### src/rtl/cache_arbiter.sv
// rtl/cache_arbiter.sv - two-way round-robin arbiter for the shared physical-memory port
//
// Purpose: lets the I-cache and D-cache controllers share one physical-memory port.
// One requester is granted at a time. Its command is captured in registers and then
// driven on pmem_*. The pmem completion pulse is routed back to the granted cache only.
//
// Ports:
//   clk, reset                  clock and synchronous active-high reset
//   i_mem_read/address          I-cache line read request (the I-cache never writes)
//   i_mem_rdata/resp            read line and completion pulse returned to the I-cache
//   d_mem_read/write/address    D-cache line read or write-back request
//   d_mem_wdata                 D-cache write-back line
//   d_mem_rdata/resp            read line and completion pulse returned to the D-cache
//   pmem_read/write/address     physical-memory command, driven from registers
//   pmem_wdata                  physical-memory write line, driven from registers
//   pmem_rdata/resp             physical-memory read line and completion pulse
module cache_arbiter #(
  parameter int ADDR_W = 16,
  parameter int LINE_W = 128
) (
  input  logic              clk,
  input  logic              reset,
  input  logic              i_mem_read,
  input  logic [ADDR_W-1:0] i_mem_address,
  output logic [LINE_W-1:0] i_mem_rdata,
  output logic              i_mem_resp,
  input  logic              d_mem_read,
  input  logic              d_mem_write,
  input  logic [ADDR_W-1:0] d_mem_address,
  input  logic [LINE_W-1:0] d_mem_wdata,
  output logic [LINE_W-1:0] d_mem_rdata,
  output logic              d_mem_resp,
  output logic              pmem_read,
  output logic              pmem_write,
  output logic [ADDR_W-1:0] pmem_address,
  output logic [LINE_W-1:0] pmem_wdata,
  input  logic [LINE_W-1:0] pmem_rdata,
  input  logic              pmem_resp
);

  typedef enum logic [1:0] {
    IDLE    = 2'd0,
    SERVE_I = 2'd1,
    SERVE_D = 2'd2
  } state_e;

  localparam logic GRANT_I = 1'b0;
  localparam logic GRANT_D = 1'b1;

  state_e            state_q, state_d;
  logic              last_grant_q, last_grant_d;
  logic              cmd_rd_q, cmd_rd_d;
  logic              cmd_wr_q, cmd_wr_d;
  logic [ADDR_W-1:0] cmd_addr_q, cmd_addr_d;
  logic [LINE_W-1:0] cmd_wdata_q, cmd_wdata_d;

  logic i_req;
  logic d_req;
  logic grant_d;
  logic grant_i;

  assign i_req = i_mem_read;
  assign d_req = d_mem_read | d_mem_write;

  // On a tie, the side that did not win last time is granted.
  assign grant_d = d_req & (~i_req | (last_grant_q == GRANT_I));
  assign grant_i = i_req & ~grant_d;

  always_ff @(posedge clk) begin
    if (reset) begin
      state_q      <= IDLE;
      last_grant_q <= GRANT_I;
      cmd_rd_q     <= 1'b0;
      cmd_wr_q     <= 1'b0;
      cmd_addr_q   <= '0;
      cmd_wdata_q  <= '0;
    end else begin
      state_q      <= state_d;
      last_grant_q <= last_grant_d;
      cmd_rd_q     <= cmd_rd_d;
      cmd_wr_q     <= cmd_wr_d;
      cmd_addr_q   <= cmd_addr_d;
      cmd_wdata_q  <= cmd_wdata_d;
    end
  end

  always_comb begin
    state_d      = state_q;
    last_grant_d = last_grant_q;
    cmd_rd_d     = cmd_rd_q;
    cmd_wr_d     = cmd_wr_q;
    cmd_addr_d   = cmd_addr_q;
    cmd_wdata_d  = cmd_wdata_q;
    unique case (state_q)
      IDLE: begin
        if (grant_d) begin
          // A simultaneous read and write from the D-cache is illegal; it is treated as a write.
          cmd_wr_d     = d_mem_write;
          cmd_rd_d     = d_mem_read & ~d_mem_write;
          cmd_addr_d   = d_mem_address;
          cmd_wdata_d  = d_mem_wdata;
          last_grant_d = GRANT_D;
          state_d      = SERVE_D;
        end else if (grant_i) begin
          cmd_rd_d     = 1'b1;
          cmd_wr_d     = 1'b0;
          cmd_addr_d   = i_mem_address;
          cmd_wdata_d  = '0;
          last_grant_d = GRANT_I;
          state_d      = SERVE_I;
        end
      end
      SERVE_I, SERVE_D: begin
        // The command stays frozen until memory completes, whatever the requesters do meanwhile.
        if (pmem_resp) begin
          cmd_rd_d = 1'b0;
          cmd_wr_d = 1'b0;
          state_d  = IDLE;
        end
      end
      default: begin
        cmd_rd_d = 1'b0;
        cmd_wr_d = 1'b0;
        state_d  = IDLE;
      end
    endcase
  end

  // The command bits are cleared whenever the arbiter is IDLE, so they can drive pmem directly.
  assign pmem_read    = cmd_rd_q;
  assign pmem_write   = cmd_wr_q;
  assign pmem_address = cmd_addr_q;
  assign pmem_wdata   = cmd_wdata_q;

  assign i_mem_resp = (state_q == SERVE_I) & pmem_resp;
  assign d_mem_resp = (state_q == SERVE_D) & pmem_resp;

  // Read data passes straight through; each cache qualifies it with its own resp.
  assign i_mem_rdata = pmem_rdata;
  assign d_mem_rdata = pmem_rdata;

endmodule
### config.mk
export PLATFORM = sky130hd
export DESIGN_NAME = cache_arbiter
export DESIGN_NICKNAME = d
export VERILOG_FILES = /design/src/rtl/cache_arbiter.sv
export SDC_FILE = /design/constraint.sdc
export NUM_CORES = 1
export LEC_CHECK = 0
export ABC_AREA = 0
export ABC_CLOCK_PERIOD_IN_PS = 1600
export CAP_MARGIN = 10
export CELL_PAD_IN_SITES_DETAIL_PLACEMENT = 0
export CELL_PAD_IN_SITES_GLOBAL_PLACEMENT = 2
export CORE_AREA = 10 10 262 264
export DETAILED_ROUTE_END_ITERATION = 16
export DIE_AREA = 0 0 272 274
export PLACE_DENSITY_LB_ADDON = 0.1
export SKIP_LAST_GASP = 1
export SLEW_MARGIN = 20
export SYNTH_ARGS = -nofsm -noshare
export SYNTH_HDL_FRONTEND = slang
export SYNTH_SLANG_ARGS = --single-unit
### constraint.sdc
create_clock -name clk -period 1.6 [get_ports clk]
set_input_delay 0.32 -clock clk [delete_from_list [all_inputs] [get_ports clk]]
set_output_delay 0.32 -clock clk [all_outputs]
set_load 0.1 [all_outputs]
==> metrics.cfg <==
[placed_design]
dp.cells = 1716
dp_hpwl_mm = 32.4
post_dp_cell_area_mm2 = 0.0116
port_buffers = 313
gp_congestion = 0.656

[critical_path]
worstPathArrival_ns = 1.38
crit_type = register to output pin
end_kind = output pin
critPathMaxFanout = 2
startpoint_type = register
worst_ep_required_time_ns = 1.28

[sta]
period_share = 1.06
rsz0062_at_grt = yes
slew_violations = 0
clock_skew_ns = 0.0112
finalHoldViolCount = 0
slew_headroom = 0.684
timing.fmax_ghz = 0.590
tightestPinTransition_ns = 0.474
holdWs_ns = 0.174
finalWorstSetupSlack_ns = -0.0958
period_minus_slack_ns = 1.70
setup_tns_ns = -0.174
setup_viol = 2

[yosys]
synth.distinct_cells = 26
yosys.cell_count.top_type = buf_4
async_flop_share = 0
netlist_area_mm2 = 0.00741
ys_ff_latch = 149
yosys-top-cells-count = 259 x buf_4, 149 x dfxtp_1, 145 x nor2_1
ys_seq_area_frac = 0.402
yosysWarnings = 0
synth_cells = 821
synth_edf_count = 0
syn-num-nets = 1118
syn_avg_cell_area_um2 = 9.03
synth_top_cell_by_area = dfxtp_1
yosys-top-cells-area = dfxtp_1 40%, buf_4 26%, a32oi_1 15%, nor2_1 7.3%, buf_2 2.8%
synth_top_area_frac = 0.402
ys.flop_type = dfxtp_1

[floorplan]
die_area_mm2 = 0.0745
die_w_um = 272
core-area_mm2 = 0.0636
rows = 93
ios = 698
die_y_um = 274
initial_core_util = 0.116

[layout]
utilization = 0.193
layout.nets = 1180
final_cells = 1752
final_area_mm2 = 0.0123
area_delta_synth_final_pct = 65.7
drive_above_1_share = 0.287

[drt]
drtIter0Drc = 231
antenna_left = 0
vias = 6176
drt_wl_total_mm = 43.1
remaining_drc_errors = 0
post_drt_wl_per_cell_um = 24.6
viasPerCell = 3.53
dr.pass1.iters = 4

[worst_hold_path]
hp-class = input pin to register

[clock_tree]
cts_buffers = 17
cts_root_buf = clkbuf_16
path_clk_slew_ns = 0.07
clockBufferDepth = 2
cts_htree_levels = 4
clock_sinks = 149
cts_tree = done
ctsHoldBuffers = 0
clkLatencyLatePin_ns = 0.48

[power]
p_leak_nw = 4.43
ir_drop_v = 0.000804
powerDensity_mw_per_mm2 = 1410

[grt]
grt_overflow = 0
grt_pass1_wl_mm = 57.7
track_usage = 0.112
grt_pass1_vias = 6779
antenna_found_initial = 10
grt_max_degree = 69

[run_status]
failed_checks = setup timing
status = finished with violations

[job]
cap_violations = 0

-- routing by layer --
metal | global-route usage | part of all wire | vias to the layer above
met5 | 0.00526 | 0.0027 | -
met2 | 0.174 | 0.46 | 360
li1 | - | - | 2755
met1 | 0.110 | 0.35 | 2905
met3 | 0.0810 | 0.14 | 140
met4 | 0.0534 | 0.040 | 16
-- sequential cells by signal (all words and copies together) (netlist names) --
name          cells
pmem_read         1
pmem_write        1
pmem_wdata      128
state_q           2
last_grant_q      1
pmem_address     16
-- stage by stage --
| stage | total power (W) | setup WS, ns |
|---|---|---|
| after floorplan | 0.0122 | 0.0400 |
| after global placement | 0.0131 | -0.291 |
| after detailed placement | 0.0130 | -0.305 |
| after CTS | 0.0177 | -0.163 |
| after global routing | 0.0182 | -0.167 |
| final | 0.0173 | -0.0958 |
-- cell families (layout without fill, tap and decap cells) --
logic type / after synthesis / count (layout) / synth area share
other cells: 0 / 1 / 0
flops: 149 / 149 / 0.402
buf+inv: 325 / 400 / 0.303
simple gates: 186 / 186 / 0.0970
fa+ha+maj: 3 / 3 / 0.00506
compound gates: 158 / 158 / 0.193
-- worst max-delay path: stages, from the launching register on --
cell     delay (ns)
dfxtp_2        0.33
buf_6          0.11
ha_4           0.14
and2_4         0.15
buf_12         0.15
-- what timing repair did --
item / in CTS / in global routing
pin swaps: 1 / 0
cloned: 0 / 1
endpoints found under the setup margin: 2 / 3
setup buffers: 2 / 0
resized for setup: 12 / 1
-- report_power, final --
group          switching [W]  total (W)  internal (W)  leakage (nW)
clock network        0.00201    0.00445       0.00244         0.287
registers           0.000501    0.00468       0.00418          1.23
logic                0.00515    0.00820       0.00305          2.91
total                0.00765     0.0173       0.00967          4.43
-- cell usage in the layout (no fill, tap or decap), types with 2 or more instances in the layout --
master	netlist	final
buf_4	259	25
dfxtp_2	0	2
a311oi_1	6	6
nor2_1	145	145
and2_4	0	2
clkinvlp_4	0	4
a21oi_1	4	4
ha_4	0	3
inv_6	0	2
clkbuf_16	0	18
a311oi_2	10	10
clkbuf_8	0	3
dfxtp_1	149	147
inv_2	0	2
nand3_1	3	3
clkdlybuf4s50_1	0	164
clkinv_4	0	2
nand2_1	32	32
bufinv_16	0	2
buf_12	0	173
o21ai_0	4	4
a32oi_1	128	128
buf_6	0	3
-- area by class of cell --
type                    instances  area [um^2]
multi-input cells             347         2260
flip-flops and latches        149         2990
repair buffers                366         5350
fillers                      6983        51400
inverters                       2         7.51
clock buffers                  20          467
diodes                          1         2.50
well taps                     855         1070
clock inverters                12          141
-- final timing paths --
| check | slack (ns) | startpoint | cells after the start | to |
|---|---|---|---|---|
| setup / recovery | -0.1 | state_q[1] | 4 | d_mem_resp |
| setup reg to reg | 0.09 | state_q[0] | 6 | pmem_read |
| hold / removal | 0.17 | reset | 2 | pmem_wdata[6] |
| hold reg to reg | 0.53 | pmem_read | 2 | pmem_read |
Note: power is estimated with default switching activity, not from simulation.
